===== src/rtl/count_dec_pkg.sv =====
// Shared constants and code conversion for the count direction decoder.
// GRAY_DECODE_EN selects Gray/quadrature decoding of the accepted code.
package count_dec_pkg;

   localparam logic [1:0] DELTA_NONE = 2'd0;
   localparam logic [1:0] DELTA_UP   = 2'd1;
   localparam logic [1:0] DELTA_SKIP = 2'd2;
   localparam logic [1:0] DELTA_DOWN = 2'd3;

   localparam int UIO_DIR   = 0;
   localparam int UIO_STEP  = 1;
   localparam int UIO_ERR   = 2;
   localparam int UIO_VALID = 3;

   localparam logic [7:0] UIO_OE_VAL = 8'h0F;

   // Map an accepted 2-bit code onto the binary counting order
   function automatic logic [1:0] to_bin(input logic [1:0] c);
`ifdef GRAY_DECODE_EN
      return {c[1], c[1] ^ c[0]};
`else
      return c;
`endif
   endfunction

endpackage


===== src/rtl/code_glitch_filter.sv =====
// Two-flop synchronizer followed by a stability filter on a 2-bit code.
// Emits a single-cycle accept strobe once a code has held FILT_CYCLES edges.
module code_glitch_filter #(
   parameter int FILT_CYCLES = 2
) (
   input  logic       clk,
   input  logic       rst_n,
   input  logic [1:0] code,
   output logic       accept,
   output logic [1:0] accepted_code
);

   logic [1:0] sync1;
   logic [1:0] sync2;
   logic [1:0] sync_vld;
   logic [1:0] cand;
   logic       cand_vld;
   logic [3:0] cnt;
   logic       differs;

   // The valid pipeline keeps post-reset flop contents from counting as a sampled code
   assign differs       = !cand_vld || (sync2 != cand);
   assign accepted_code = sync2;

   always_comb begin
      accept = 1'b0;
      if (sync_vld[1]) begin
         if (differs) accept = (FILT_CYCLES == 1);
         else         accept = (cnt == 4'(FILT_CYCLES - 1));
      end
   end

   always_ff @(posedge clk or negedge rst_n) begin
      if (!rst_n) begin
         sync1    <= 2'b00;
         sync2    <= 2'b00;
         sync_vld <= 2'b00;
         cand     <= 2'b00;
         cand_vld <= 1'b0;
         cnt      <= 4'd0;
      end else begin
         sync1    <= code;
         sync2    <= sync1;
         sync_vld <= {sync_vld[0], 1'b1};
         if (sync_vld[1]) begin
            if (differs) begin
               cand     <= sync2;
               cand_vld <= 1'b1;
               cnt      <= 4'd1;
            end else if (cnt < 4'(FILT_CYCLES)) begin
               cnt <= cnt + 4'd1;
            end
         end
      end
   end

endmodule


===== src/rtl/tt_um_count_direction_decoder.sv =====
// Tiny Tapeout tile decoding a 2-bit up/down count stream into a signed position.
// Build with GRAY_DECODE_EN defined to decode Gray/quadrature codes instead of binary.
module tt_um_count_direction_decoder
   import count_dec_pkg::*;
#(
   parameter int FILT_CYCLES = 2,
   parameter int POS_W       = 8
) (
   input  logic       clk,
   input  logic       rst_n,
   input  logic       ena,
   input  logic [7:0] ui_in,
   output logic [7:0] uo_out,
   input  logic [7:0] uio_in,
   output logic [7:0] uio_out,
   output logic [7:0] uio_oe
);

   logic             accept;
   logic [1:0]       acc_code;
   logic [1:0]       reference;
   logic [1:0]       delta;
   logic [POS_W-1:0] position;
   logic             dir;
   logic             step;
   logic             err;
   logic             valid;
   logic             clear;
   logic             unused_ok;

   assign clear     = ui_in[2];
   assign unused_ok = &{1'b0, ena, uio_in, ui_in[7:3]};

   code_glitch_filter #(
      .FILT_CYCLES(FILT_CYCLES)
   ) u_filter (
      .clk          (clk),
      .rst_n        (rst_n),
      .code         (ui_in[1:0]),
      .accept       (accept),
      .accepted_code(acc_code)
   );

   assign delta = to_bin(acc_code) - to_bin(reference);

   // Clear is applied last so it overrides any step taken on the same edge
   always_ff @(posedge clk or negedge rst_n) begin
      if (!rst_n) begin
         reference <= 2'b00;
         position  <= '0;
         dir       <= 1'b0;
         step      <= 1'b0;
         err       <= 1'b0;
         valid     <= 1'b0;
      end else begin
         step <= 1'b0;
         if (accept) begin
            reference <= acc_code;
            if (!valid) begin
               valid <= 1'b1;
            end else begin
               case (delta)
                  DELTA_UP: begin
                     position <= position + POS_W'(1);
                     dir      <= 1'b1;
                     step     <= 1'b1;
                  end
                  DELTA_DOWN: begin
                     position <= position - POS_W'(1);
                     dir      <= 1'b0;
                     step     <= 1'b1;
                  end
                  DELTA_SKIP: err <= 1'b1;
                  DELTA_NONE: ;
                  default: ;
               endcase
            end
         end
         if (clear) begin
            position <= '0;
            err      <= 1'b0;
            step     <= 1'b0;
         end
      end
   end

   always_comb begin
      uio_out            = 8'h00;
      uio_out[UIO_DIR]   = dir;
      uio_out[UIO_STEP]  = step;
      uio_out[UIO_ERR]   = err;
      uio_out[UIO_VALID] = valid;
   end

   assign uo_out = position[7:0];
   assign uio_oe = UIO_OE_VAL;

endmodule

===== config.mk =====
export PLATFORM = sky130hd
export DESIGN_NAME = tt_um_count_direction_decoder
export DESIGN_NICKNAME = d
export VERILOG_FILES = /design/src/rtl/count_dec_pkg.sv /design/src/rtl/code_glitch_filter.sv /design/src/rtl/tt_um_count_direction_decoder.sv
export SDC_FILE = /design/constraint.sdc
export NUM_CORES = 1
export LEC_CHECK = 0
export ABC_CLOCK_PERIOD_IN_PS = 2550
export BUFFER_PORTS_ARGS = -buffer_cell sky130_fd_sc_hd__buf_4
export CORE_ASPECT_RATIO = 0.8
export CORE_MARGIN = 3
export CORE_UTILIZATION = 49
export CTS_BUF_LIST = sky130_fd_sc_hd__clkbuf_4 sky130_fd_sc_hd__clkbuf_8
export CTS_CLUSTER_DIAMETER = 100
export DETAILED_ROUTE_END_ITERATION = 10
export PLACE_DENSITY_LB_ADDON = 0.12
export REMOVE_ABC_BUFFERS = 1
export SLEW_MARGIN = 20
export SYNTH_ARGS = -nofsm -noshare
export SYNTH_HDL_FRONTEND = slang
export SYNTH_SLANG_ARGS = --single-unit
export TNS_END_PERCENT = 50

===== constraint.sdc =====
create_clock -name clk -period 2.55 [get_ports clk]
set_input_delay 0.255 -clock clk [delete_from_list [all_inputs] [get_ports clk]]
set_output_delay 0.255 -clock clk [all_outputs]
set_load 0.005 [all_outputs]

Word level (Yosys, flattened, before mapping). Cells that the tools add are included.

Memories: 0. Output and inout port bits: 24. Memory bits (read-only): 0. Bits in registers: 27. Bits in latches: 0. RAM bits: 0. Logic and storage cells: 53.

Bitwise operators: 0. Multiply operators: 0. Divide/modulo/power cells: 0. Shifts and indexed selects: 0. Order comparisons: 1. Mux-type cells: 17. Reduce and logical (&&, ||, !) cells: 14. Add/subtract/negate cells: 4. Equal/unequal tests: 5.

Operator list (number): 2-to-1 mux 8 bit (3); case mux 8 bit (2 select lines) (1); 2-to-1 mux 1 bit (10); nonzero test 2 bit (5); AND reduction 3 bit (3); adder 8 x 1 -> 8 bit (second input constant) (1); 2-to-1 mux 4 bit (2); subtractor 8 x 1 -> 8 bit (second input constant) (1); adder 4 x 1 -> 4 bit (second input constant) (1); == test 2 bit (second input constant) (2); == test 4 x 1 -> 1 bit (second input constant) (1); less-than comparator 4 x 2 -> 1 bit (second input constant) (1); AND reduction 2 bit (2); nonzero test 3 bit (1); == test 2 x 1 -> 1 bit (second input constant) (1); inequality test 2 bit (1); case mux 1 bit (2 select lines) (1); OR reduction 2 bit (1); subtractor 2 bit (1); logical NOT 1 bit (1); logical OR 1 bit (1).

Depth between registers and ports, before layout. Gate-level depths: netlist of the first run.

Word-level depth: 7. Depth in mapped cells: 11.

Hierarchy. From an unflattened synthesis of the first run, not the netlist that was laid out.

Cell total of the unflattened synthesis: 167. Area total of the unflattened synthesis: 1635.3 um^2.

By module, submodules not included: tt_um_count_direction_decoder (instances 1, area an instance 1138.6 um^2, cells each 128); code_glitch_filter (instances 1, area an instance 496.7 um^2, cells each 39).

Least setup slack after synthesis of the first run. Ideal clock, no wire load.

Path kind: register to register. Start: register u_filter.sync2[0] (netlist: u_filter.accepted_code[0]). End: register position[6] (netlist: uo_out[6]). Library setup time: 0.126 ns. Arrival: 2.553 ns. Stages on the path, launching flop included: 12. Setup slack: -0.129 ns. Buffers on the path: 0. Path through: dfrtp_1 inv_1 ha_1 xnor3_2 nor2_2 xor2_1 ha_1 o31ai_1 a211oi_2 a221oi_1 nor4_1 a311o_1.

Cells in the longest elaborated chain, start to end: 6. Elaborated cells between the ends (all ways): 14. Classes of those cells: add/sub (1); eq/ne (3); mux (6); reduce/logical (4).

Ends and longest elaborated chain: start: declaration (RTL line code_glitch_filter.sv:14) `logic [1:0] sync2;`; start signal: assignment (RTL line code_glitch_filter.sv:43) `sync2 <= sync1;`; subtractor 2 bit / inequality test 2 bit (equally long branches) (RTL line tt_um_count_direction_decoder.sv:44, code_glitch_filter.sv:22); == test 2 bit (tied with other cells) (RTL line tt_um_count_direction_decoder.sv:62) `case (delta)`; case mux 8 bit (2 select lines) / 2-to-1 mux 1 bit (equally long branches) (RTL line tt_um_count_direction_decoder.sv:62, code_glitch_filter.sv:28); 2-to-1 mux 8 bit / 2-to-1 mux 1 bit (equally long branches) (RTL line tt_um_count_direction_decoder.sv:59, code_glitch_filter.sv:27); 2-to-1 mux 8 bit / nonzero test 2 bit (equally long branches); 2-to-1 mux 8 bit / AND reduction 3 bit (equally long branches); end signal: assignment (RTL line tt_um_count_direction_decoder.sv:64) `position <= position + POS_W'(1);`; end signal: assignment (RTL line tt_um_count_direction_decoder.sv:69) `position <= position - POS_W'(1);`; end: declaration (RTL line tt_um_count_direction_decoder.sv:23) `logic [POS_W-1:0] position;`.

Parallel ways exist; a longest one is shown, timed or not. The select of a mux whose other input is x is not followed. A chain may end at the register's enable or synchronous reset.

Final worst setup path of the first run. Same ends and word-level chain as after synthesis.

==> summary.json, run 1 <==
{
  "result_of_the_run": "finished clean",
  "netlist_top_cells_count": "27 x dfrtp_1, 16 x buf_4, 13 x nor2_1",
  "maxClockFrequency_mhz": 400,
  "synth_top_area_cell": "dfrtp_1",
  "clkSinkCount": 27,
  "place_congestion": 0.797,
  "syn-mean-instance-area_sq_um": 10.0,
  "r2r_setup_slack_ns": 0.05,
  "timing.rr.start": "u_filter.accepted_code[0]",
  "core_sq_um": 2910,
  "via_count_of_the_first_global_routing_pass": 1154,
  "initial_core_util_pct": 54.1,
  "first_pass_iters": 4,
  "overflow": 0,
  "worst_hold_startpoint": "ui_in[0]",
  "report.final.hold_viol_count": 0,
  "via_per_inst": 5.46,
  "grt_util_all_layers_pct": 17.3,
  "postSynth.asyncResetShare_pct": 100,
  "finalMaxSlewViolations": 0,
  "critPathMaxFanout": 3,
  "antenna_cells": 0,
  "cap_viol_max_count": 0,
  "worst_slack_ns": 0.0469,
  "drt_wl_total_mm": 3.32,
  "ant_nets": 0,
  "timing.final.crit_period_ns": 2.50,
  "antenna_violations_before_repair": 0,
  "cts_buffer_depth": 2,
  "initial_drc_count": 62,
  "h-tree-depth": 1,
  "cp-end-kind": "flip-flop",
  "grt_pass1_wl_mm": 5.44,
  "insertion_delay_to_the_later_sink_of_the_worst_skew_pair_ns": 0.27,
  "synth_ff_type": "dfrtp_1",
  "synth.ff_latch_count": 27,
  "timing.rr.end": "uo_out[6]",
  "setup_viol": 0,
  "final.period_utilization_pct": 98.2,
  "hold_path_end": "u_filter.sync1[0]",
  "floorplan.io_pins": 43,
  "post_detailed_route_wirelength_per_cell_microns": 14.7,
  "setup.worst_path.class": "flip-flop to flip-flop",
  "layout-drive-gt1-share_pct": 31.6,
  "grt_start_max_net_pins": 28,
  "post_synth_edffs": 0,
  "seq_area_frac_synth_pct": 42.8,
  "synth_top_cell_area_share_pct": 42.8,
  "worst_r2r_path_depth": 11,
  "drcViolationCount": 0,
  "worst_setup_path_start_kind": "flip-flop",
  "cts_tree": "yes",
  "post_synth_instance_area_sq_um": 1580,
  "synthesis.yosys.warnings": 0,
  "vias": 1229,
  "pwr_density_cell_nw_per_um2": 848,
  "fin_util_pct": 65.7,
  "area_growth_pct": 21.4,
  "power.ir.vdd_worst_mv": 0.512,
  "syn_inst": 157,
  "critPathRequiredTime_ns": 2.71,
  "horizontal_extent_of_the_die_microns": 69.4,
  "multiInputGateArea_sq_um": 840,
  "detailedPlace.worstSlack_ns": -0.0661,
  "critical_path_arrival_ns": 2.67,
  "worst_min_path_class": "input port to flip-flop",
  "hold-worst-slack_ns": 0.0883,
  "fin_skew_ns": 0.00425,
  "register_area_sq_um": 676,
  "fin_nets": 214,
  "cellLeakagePower_nw": 0.852,
  "nFillCells": 238,
  "synth_cell_type_count": 49,
  "number_of_buffers_created_by_cts": 3,
  "whs_path_depth": 1,
  "yosysMostFrequentCell": "dfrtp_1",
  "placement.io_buffers": 16,
  "clk_pin_slew_worst_paths_ns": 0.09,
  "synth.top_cells.by_area": "dfrtp_1 43%, buf_4 7.6%, ha_1 5.6%",
  "floorplan.die_area_sq_um": 3940,
  "grt_setup_unrepaired": "yes",
  "cts_root_buf": "clkbuf_8",
  "detailed_place_hpwl_mm": 2.34,
  "dieHeight_microns": 56.8,
  "rows": 17
}
## layout make-up
cell class,count,area share (%)
Sequential cell,27,35.3
Multi-Input combinational cell,113,43.8
Clock inverter,1,0.261
Tap cell,38,2.48
Clock buffer,3,2.16
Timing Repair Buffer,36,14.6
Inverter,7,1.37
## metal layers
layer / up-vias / global-route usage (%) / share of wire, % / routed length [microns]
met5: - / 0 / 0 / 0
met4: 0 / 4.18 / 0.51 / 17
met3: 2 / 3.94 / 5.5 / 183
met1: 595 / 24.4 / 49 / 1630
met2: 38 / 26.8 / 45 / 1490
li1: 594 / - / - / -
## layout by cell type (no fill, tap or decap), types with 3 or more instances in the layout
cell	Yosys	layout
ha_1	7	4
xnor2_1	5	5
a31oi_1	3	3
mux2_2	3	3
inv_1	7	6
nor2_1	13	13
conb_1	2	13
buf_4	16	33
clkbuf_8	1	3
nand4_1	3	3
dfrtp_1	27	27
nand2_1	7	7
o21ai_0	9	7
a21o_1	3	3
a21oi_1	5	5
## critical path, cell delays in order, from the launching register on
cell,delay (ns)
dfrtp_1,0.40
inv_2,0.08
ha_4,0.12
xnor3_2,0.27
nor2_4,0.15
xor2_1,0.08
ha_2,0.22
o31ai_4,0.21
a211oi_2,0.12
a221oi_2,0.35
nor4_1,0.08
a311o_1,0.32
## stage by stage
step / total power (W) / TNS, ns / cells / instance area (sq um)
after floorplan: 0.000960 / -0.124 / 147 / 1470
after global placement: 0.00123 / -0.0891 / 218 / 1760
after detailed placement: 0.00125 / -0.117 / 218 / 1760
after CTS: 0.00152 / 0 / 223 / 1840
after global routing: 0.00174 / -0.266 / 225 / 1920
final: 0.00163 / 0 / 225 / 1920
## kinds of logic after synthesis
| group | Yosys count | synth area share (%) |
|---|---|---|
| xor+xnor | 8 | 5.39 |
| fa+ha+maj | 7 | 5.55 |
| mux | 4 | 2.78 |
| other cells | 2 | 0.476 |
| buf+inv | 28 | 11.2 |
| flops | 27 | 42.8 |
| compound gates | 39 | 17.6 |
| simple gates | 42 | 14.2 |
## where the power goes
| group | switching, W | internal (W) |
|---|---|---|
| combinational | 0.000421 | 0.000409 |
| clock | 0.000131 | 0.000109 |
| sequential | 0.0000632 | 0.000491 |
| total | 0.000616 | 0.00101 |
## repair_timing
item / CTS / global route
gates resized for setup: 5 / 13
endpoints found under the hold margin: 27 / 0
endpoints found under the setup margin: 2 / 5
hold buffers: 1 / 0
pin swaps: 0 / 11
setup buffers: 0 / 2
## worst max-delay path by stage
stage | endpoint | slack [ns] | start
after detailed placement | uo_out[7] | -0.07 | u_filter.accepted_code[0]
after floorplan | uo_out[6] | -0.12 | u_filter.accepted_code[0]
final | uo_out[6] | 0.05 | u_filter.accepted_code[0]
after CTS | uo_out[7] | 0.009 | u_filter.accepted_code[0]
after global placement | uo_out[6] | -0.06 | u_filter.accepted_code[0]
after global routing | uo_out[4] | -0.1 | u_filter.accepted_code[0]
## sequential cells by signal (all words and copies together), names as in the netlist
| name | cells |
|---|---|
| dir | 1 |
| err | 1 |
| reference | 2 |
| step | 1 |
| u_filter.accepted_code | 2 |
| u_filter.cand | 2 |
| u_filter.cand_vld | 1 |
| u_filter.cnt | 4 |
| u_filter.sync1 | 2 |
| u_filter.sync_vld | 2 |
| uo_out | 8 |
| valid | 1 |
(Power assumes the default switching activity.)
==> run 2: changes to the inputs <==
CELL_PAD_IN_SITES_DETAIL_PLACEMENT = 0   (was not set)
CELL_PAD_IN_SITES_GLOBAL_PLACEMENT = 1   (was not set)
CORE_UTILIZATION = 37   (was 49)
==> summary.json, run 2 (synthesis gave the netlist of run 1 again) <==
{
  "worstMarginPinSlew_ns": 0.529,
  "report.final.hold_viol_count": {"value": 0, "change": "unchanged"},
  "dieHeight": {"value": 64.4, "unit": "microns", "change": "+13%"},
  "most_common_cell_after_layout_fill_and_taps_aside": "buf_4",
  "overflow": {"value": 0, "change": "unchanged"},
  "grt_setup_unrepaired": "yes",
  "ant_nets": {"value": 0, "change": "unchanged"},
  "cap_viol_max_count": {"value": 0, "change": "unchanged"},
  "clkSinkCount": {"value": 27, "change": "unchanged"},
  "layout-drive-gt1-share": {"value": 33.7, "unit": "%", "change": "+2.1 points"},
  "cp_slowest_cell": "dfrtp_1",
  "p_switching": {"value": 0.000648, "unit": "W", "change": "+5.2%"},
  "cpLargestDelayFamily": "compound AO/OA/AOI/OAI gates",
  "largest_register_ffs": {"value": 8, "change": "unchanged"},
  "clk_pin_slew_worst_paths": {"value": 0.10, "unit": "ns", "change": "about the same"},
  "floorplan.die_area": {"value": 5090, "unit": "sq um", "change": "+29%"},
  "seq_power_share": {"value": 32.5, "unit": "%", "change": "-1.6 points"},
  "via_per_inst": {"value": 5.08, "change": "-7.0%"},
  "placement.io_buffers": {"value": 16, "change": "unchanged"},
  "insertion_delay_to_the_later_sink_of_the_worst_skew_pair": {"value": 0.28, "unit": "ns", "change": "about the same"},
  "cts_tree": "yes",
  "cts_root_buf": "clkbuf_8",
  "initial_drc_count": {"value": 71, "change": "+15%"},
  "rows": {"value": 20, "change": "+3"},
  "grt_util_all_layers": {"value": 13.8, "unit": "%", "change": "-3.4 points"},
  "result_of_the_run": "finished clean",
  "critical_path_arrival": {"value": 2.64, "unit": "ns", "change": "-0.03 ns"},
  "worst_min_path_class": "input port to flip-flop",
  "grt_pass1_wl": {"value": 5.64, "unit": "mm", "change": "+3.7%"},
  "hold-worst-slack": {"value": 0.0740, "unit": "ns", "change": "-0.0143 ns"},
  "maxClockFrequency": {"value": 405, "unit": "MHz", "change": "+1.4%"},
  "post_detailed_route_wirelength_per_cell": {"value": 14.0, "unit": "microns", "change": "-5.1%"},
  "cp-end-kind": "flip-flop",
  "switching_share": {"value": 38.1, "unit": "%", "change": "+0.23 points"},
  "mostFrequentLayoutCells": "34 x buf_4, 27 x dfrtp_1, 13 x conb_1, 12 x nor2_1",
  "setup.worst_path.class": "flip-flop to flip-flop",
  "fin_nets": {"value": 214, "change": "unchanged"},
  "h-tree-depth": {"value": 1, "change": "unchanged"},
  "fin_skew": {"value": 0.00285, "unit": "ns", "change": "-0.00140 ns"},
  "floorplan.io_pins": {"value": 43, "change": "unchanged"},
  "via_count_of_the_first_global_routing_pass": {"value": 1132, "change": "-1.9%"},
  "post-place-cells": {"value": 233, "change": "+6.9%"},
  "area_growth_pct": 25.0,
  "layout.cells.non_filler": {"value": 242, "change": "+7.6%"},
  "max_slew_margin_pct": 64.6,
  "first_pass_iters": {"value": 4, "change": "unchanged"},
  "timing.final.crit_period": {"value": 2.47, "unit": "ns", "change": "-0.0357 ns"},
  "grt_start_max_net_pins": {"value": 28, "change": "unchanged"},
  "fin_util": {"value": 49.9, "unit": "%", "change": "-16 points"},
  "critPathMaxFanout": {"value": 3, "change": "unchanged"},
  "antenna_violations_before_repair": {"value": 0, "change": "unchanged"},
  "detailed_place_hpwl": {"value": 2.32, "unit": "mm", "change": "-0.82%"},
  "intPower": {"value": 0.00105, "unit": "W", "change": "+4.2%"},
  "drt_wl_total": {"value": 3.39, "unit": "mm", "change": "+2.1%"},
  "clock_power_share": {"value": 15.1, "unit": "%", "change": "+0.3 points"},
  "crit_path_cell_trace": "inv_2 > ha_4 > xnor3_2 > nor2_4 > xor2_1 > ha_2 > o31ai_4 > a211oi_2 > a221oi_2 > and4_1 > a311o_1",
  "critPathRequiredTime": {"value": 2.72, "unit": "ns", "change": "about the same"},
  "p_comb_share": {"value": 52.3, "unit": "%", "change": "+1.2 points"},
  "final.period_utilization": {"value": 96.8, "unit": "%", "change": "-1.4 points"},
  "finalMaxSlewViolations": {"value": 0, "change": "unchanged"},
  "horizontal_extent_of_the_die": {"value": 79.0, "unit": "microns", "change": "+14%"},
  "cts_buffer_depth": {"value": 2, "change": "unchanged"},
  "initial_core_util": {"value": 39.9, "unit": "%", "change": "-14 points"},
  "number_of_buffers_created_by_cts": {"value": 3, "change": "unchanged"},
  "antenna_cells": {"value": 0, "change": "unchanged"},
  "cpPeakStageDelay": {"value": 0.40, "unit": "ns", "change": "about the same"},
  "vias": {"value": 1229, "change": "unchanged"},
  "place_congestion": {"value": 0.786, "change": "-1.4%"},
  "core": {"value": 3950, "unit": "sq um", "change": "+36%"},
  "worst_setup_path_start_kind": "flip-flop",
  "worstPathBufferInverterCount": {"value": 1, "change": "unchanged"},
  "drcViolationCount": {"value": 0, "change": "unchanged"},
  "power.ir.vdd_worst": {"value": 0.449, "unit": "mV", "change": "-12%"},
  "pwr_density_cell": {"value": 862, "unit": "nW/um^2", "change": "+1.6%"},
  "cellLeakagePower": {"value": 0.843, "unit": "nW", "change": "-1.1%"},
  "setup_viol": {"value": 0, "change": "unchanged"}
}
==> run 2: metal layers <==
metal / global-route usage (%) / part of all wire [%]
met1: 21.3 / 51
met2: 20.0 / 43
met3: 3.10 / 4.8
met4: 1.93 / 0.35
met5: 0 / 0
==> run 2: what timing repair did <==
action | in CTS | in global routing
setup endpoints to repair | 2 | 5
buffers inserted | 0 | 4
endpoints found under the hold margin | 27 | 0
gates resized for setup | 5 | 18
pin swaps | 2 | 10
hold buffers | 1 | 0
==> run 2: stage by stage <==
step           setup TNS (ns)  setup slack, ns  total power, W  instance area (sq um)
2_1_floorplan          -0.124           -0.124        0.000960                   1470
5_1_grt               -0.0668          -0.0542         0.00184                   1970
3_5_place_dp          -0.0675          -0.0675         0.00124                   1770
3_3_place_gp          -0.0591          -0.0591         0.00123                   1770
4_1_cts                     0           0.0237         0.00153                   1850
6_report                    0           0.0827         0.00170                   1970
==> run 2: final timing paths <==
path	startpoint	slack, ns	depth (start not counted)	end
setup / recovery	u_filter.accepted_code[0]	0.08	11	uo_out[6]
hold / removal	ui_in[1]	0.07	1	u_filter.sync1[1]
setup reg to reg	u_filter.accepted_code[0]	0.08	11	uo_out[6]
hold reg to reg	u_filter.sync1[1]	0.36	0	u_filter.accepted_code[1]
max in group asynchronous	rst_n	1.87	2	uo_out[6]
min in group asynchronous	rst_n	0.42	2	uo_out[7]
==> run 2: layout make-up <==
cell class	instances	area, sq um
Multi-Input combinational cell	113	876
Clock inverter	1	7.51
Tap cell	55	68.8
Sequential cell	27	676
Clock buffer	3	41.3
Inverter	7	26.3
Timing Repair Buffer	36	277
Fill cell	385	1980
==> run 2: power by group through the flow <==
stage	registers (W)	clock network [W]	logic, W
after global routing	0.000568	0.000285	0.000986
after floorplan	0.000547	0	0.000414
final	0.000553	0.000257	0.000889
after global placement	0.000552	0	0.000675
after CTS	0.000546	0.000270	0.000718
after detailed placement	0.000555	0	0.000684
==> run 3: changes to the inputs <==
BUFFER_PORTS_ARGS = -buffer_cell sky130_fd_sc_hd__clkbuf_2   (was -buffer_cell sky130_fd_sc_hd__buf_4)
==> summary.json, run 3 (synthesis gave the netlist of run 1 again) <==
{
  "critPathRequiredTime": {"value": 2.71, "unit": "ns", "change": "about the same"},
  "rows": {"value": 20, "change": "unchanged"},
  "layout.cells.non_filler": {"value": 240, "change": "-0.83%"},
  "number_of_buffers_created_by_cts": {"value": 3, "change": "unchanged"},
  "fin_util": {"value": 47.7, "unit": "%", "change": "-2.2 points"},
  "finalMaxSlewViolations": {"value": 0, "change": "unchanged"},
  "maxClockFrequency": {"value": 407, "unit": "MHz", "change": "+0.36%"},
  "floorplan.io_pins": {"value": 43, "change": "unchanged"},
  "critical_path_arrival": {"value": 2.62, "unit": "ns", "change": "-0.02 ns"},
  "grt_util_all_layers": {"value": 14.3, "unit": "%", "change": "+0.51 points"},
  "detailed_place_hpwl": {"value": 2.41, "unit": "mm", "change": "+3.9%"},
  "setup_viol": {"value": 0, "change": "unchanged"},
  "h-tree-depth": {"value": 1, "change": "unchanged"},
  "cp-end-kind": "flip-flop",
  "drcViolationCount": {"value": 0, "change": "unchanged"},
  "worstMarginPinSlew": {"value": 0.672, "unit": "ns", "change": "+0.143 ns"},
  "largest_register_ffs": {"value": 8, "change": "unchanged"},
  "cellLeakagePower": {"value": 0.824, "unit": "nW", "change": "-2.3%"},
  "final_design_area_no_fill": {"value": 1880, "unit": "sq um", "change": "-4.4%"},
  "dieHeight": {"value": 64.4, "unit": "microns", "change": "unchanged"},
  "horizontal_extent_of_the_die": {"value": 79.0, "unit": "microns", "change": "unchanged"},
  "clkSinkCount": {"value": 27, "change": "unchanged"},
  "worst_setup_path_start_kind": "flip-flop",
  "result_of_the_run": "finished, violations left",
  "first_pass_iters": {"value": 4, "change": "unchanged"},
  "antenna_violations_before_repair": {"value": 0, "change": "unchanged"},
  "worst_min_path_class": "input port to asynchronous set/reset pin",
  "placement.io_buffers": {"value": 16, "change": "unchanged"},
  "post_detailed_route_wirelength_per_cell": {"value": 13.8, "unit": "microns", "change": "-1.3%"},
  "report.final.hold_viol_count": {"value": 5, "change": "+5"},
  "area_growth_pct": 19.4,
  "core": {"value": 3950, "unit": "sq um", "change": "unchanged"},
  "grt_start_max_net_pins": {"value": 28, "change": "unchanged"},
  "cap_viol_max_count": {"value": 0, "change": "unchanged"},
  "antenna_cells": {"value": 0, "change": "unchanged"},
  "place_congestion": {"value": 0.793, "change": "+0.89%"},
  "most_common_cell_after_layout_fill_and_taps_aside": "dfrtp_1",
  "fin_setup_tns": {"value": 0, "unit": "ns", "change": "unchanged"},
  "max_slew_margin": {"value": 55.2, "unit": "%", "change": "-9.4 points"},
  "fin_nets": {"value": 212, "change": "-0.93%"},
  "final.period_utilization": {"value": 96.4, "unit": "%", "change": "-0.35 points"},
  "setup.worst_path.class": "flip-flop to flip-flop",
  "post-place-cells": {"value": 235, "change": "+0.86%"},
  "seq_power_share": {"value": 33.8, "unit": "%", "change": "+1.3 points"},
  "cts_tree": "yes",
  "via_per_inst": {"value": 4.97, "change": "-2.2%"},
  "hold-worst-slack": {"value": -0.00665, "unit": "ns", "change": "-0.0807 ns"},
  "clk_pin_slew_worst_paths": {"value": 0.10, "unit": "ns", "change": "about the same"},
  "mostFrequentLayoutCells": "27 x dfrtp_1, 17 x buf_4, 16 x clkbuf_2, 13 x conb_1, 12 x nor2_1",
  "fin_skew": {"value": 0.00525, "unit": "ns", "change": "+0.00239 ns"},
  "placedInstanceArea": {"value": 1750, "unit": "sq um", "change": "-1.4%"},
  "ant_nets": {"value": 0, "change": "unchanged"},
  "grt_setup_unrepaired": "yes",
  "drt_wl_total": {"value": 3.32, "unit": "mm", "change": "-2.1%"},
  "via_count_of_the_first_global_routing_pass": {"value": 1200, "change": "+6.0%"},
  "p_comb_share": {"value": 51.0, "unit": "%", "change": "-1.3 points"},
  "timing.final.crit_period": {"value": 2.46, "unit": "ns", "change": "-0.00896 ns"},
  "failing_checks": "negative hold slack",
  "layout-drive-gt1-share": {"value": 31.9, "unit": "%", "change": "-1.8 points"},
  "overflow": {"value": 0, "change": "unchanged"},
  "insertion_delay_to_the_later_sink_of_the_worst_skew_pair": {"value": 0.27, "unit": "ns", "change": "about the same"},
  "floorplan.die_area": {"value": 5090, "unit": "sq um", "change": "unchanged"},
  "intPower": {"value": 0.00100, "unit": "W", "change": "-4.8%"},
  "initial_core_util": {"value": 39.9, "unit": "%", "change": "unchanged"},
  "switching_share": {"value": 38.4, "unit": "%", "change": "+0.27 points"},
  "power.ir.vdd_worst": {"value": 0.441, "unit": "mV", "change": "-1.9%"},
  "p_switching": {"value": 0.000624, "unit": "W", "change": "-3.7%"},
  "pwr_density_cell": {"value": 862, "unit": "nW/um^2", "change": "about the same"},
  "vias": {"value": 1192, "change": "-3.0%"},
  "clock_power_share": {"value": 15.2, "unit": "%", "change": "about the same"},
  "grt_pass1_wl": {"value": 5.87, "unit": "mm", "change": "+4.0%"},
  "cts_buffer_depth": {"value": 2, "change": "unchanged"},
  "cts_root_buf": "clkbuf_8",
  "critPathMaxFanout": {"value": 5, "change": "+2"},
  "initial_drc_count": {"value": 77, "change": "+8.5%"}
}
==> run 3: per-stage QoR <==
stage | setup WS [ns] | total power [W]
global route | -0.0804 | 0.00176
detailed placement | -0.0951 | 0.00126
floorplan | -0.124 | 0.000960
finish | 0.0916 | 0.00163
global placement | -0.0499 | 0.00124
CTS | 0.00383 | 0.00154
==> run 3: routing by layer <==
metal	vias to the layer above	wire [microns]	track usage, %
met5	-	0	0
li1	593	-	-
met2	34	1390	22.2
met3	2	167	3.38
met1	563	1760	21.1
met4	0	4	1.29
==> run 3: critical path, cell delays in order (launching register included) <==
cell      delay (ns)
dfrtp_1         0.40
inv_2           0.06
ha_1            0.14
xnor3_2         0.27
nor2_4          0.15
buf_6           0.14
ha_4            0.21
a31oi_1         0.17
o21ai_1         0.11
a221oi_2        0.27
nor4_1          0.08
a311o_1         0.32
==> run 3: power groups by stage <==
stage | clock network, W | registers, W | logic [W]
floorplan | 0 | 0.000547 | 0.000414
global placement | 0 | 0.000551 | 0.000692
detailed placement | 0 | 0.000556 | 0.000705
CTS | 0.000268 | 0.000547 | 0.000724
global route | 0.000280 | 0.000565 | 0.000911
finish | 0.000247 | 0.000549 | 0.000829
==> run 3: area by class of cell <==
type                    count  area (sq um)
well taps                  55          68.8
fillers                   404          2070
clock inverters             1          7.51
inverters                   7          26.3
clock buffers               3          41.3
flip-flops and latches     27           676
multi-input cells         113           846
repair buffers             34           219
==> run 3: what timing repair did <==
item | in CTS | in global routing
hold buffers | 0 | 0
setup endpoints to repair | 2 | 5
buffers inserted | 0 | 1
resized for setup | 5 | 14
pin swaps | 0 | 7
==> run 3: worst paths after layout <==
check / slack (ns) / depth (start not counted) / end / from
setup / recovery: 0.09 / 11 / uo_out[6] / u_filter.accepted_code[0]
hold / removal: -0.007 / 1 / uo_out[7] / rst_n
setup reg to reg: 0.09 / 11 / uo_out[6] / u_filter.accepted_code[0]
hold reg to reg: 0.36 / 0 / u_filter.sync_vld[1] / u_filter.sync_vld[0]
max in group asynchronous: 2.11 / 1 / step / rst_n
min in group clk: 0.09 / 1 / u_filter.sync1[1] / ui_in[1]
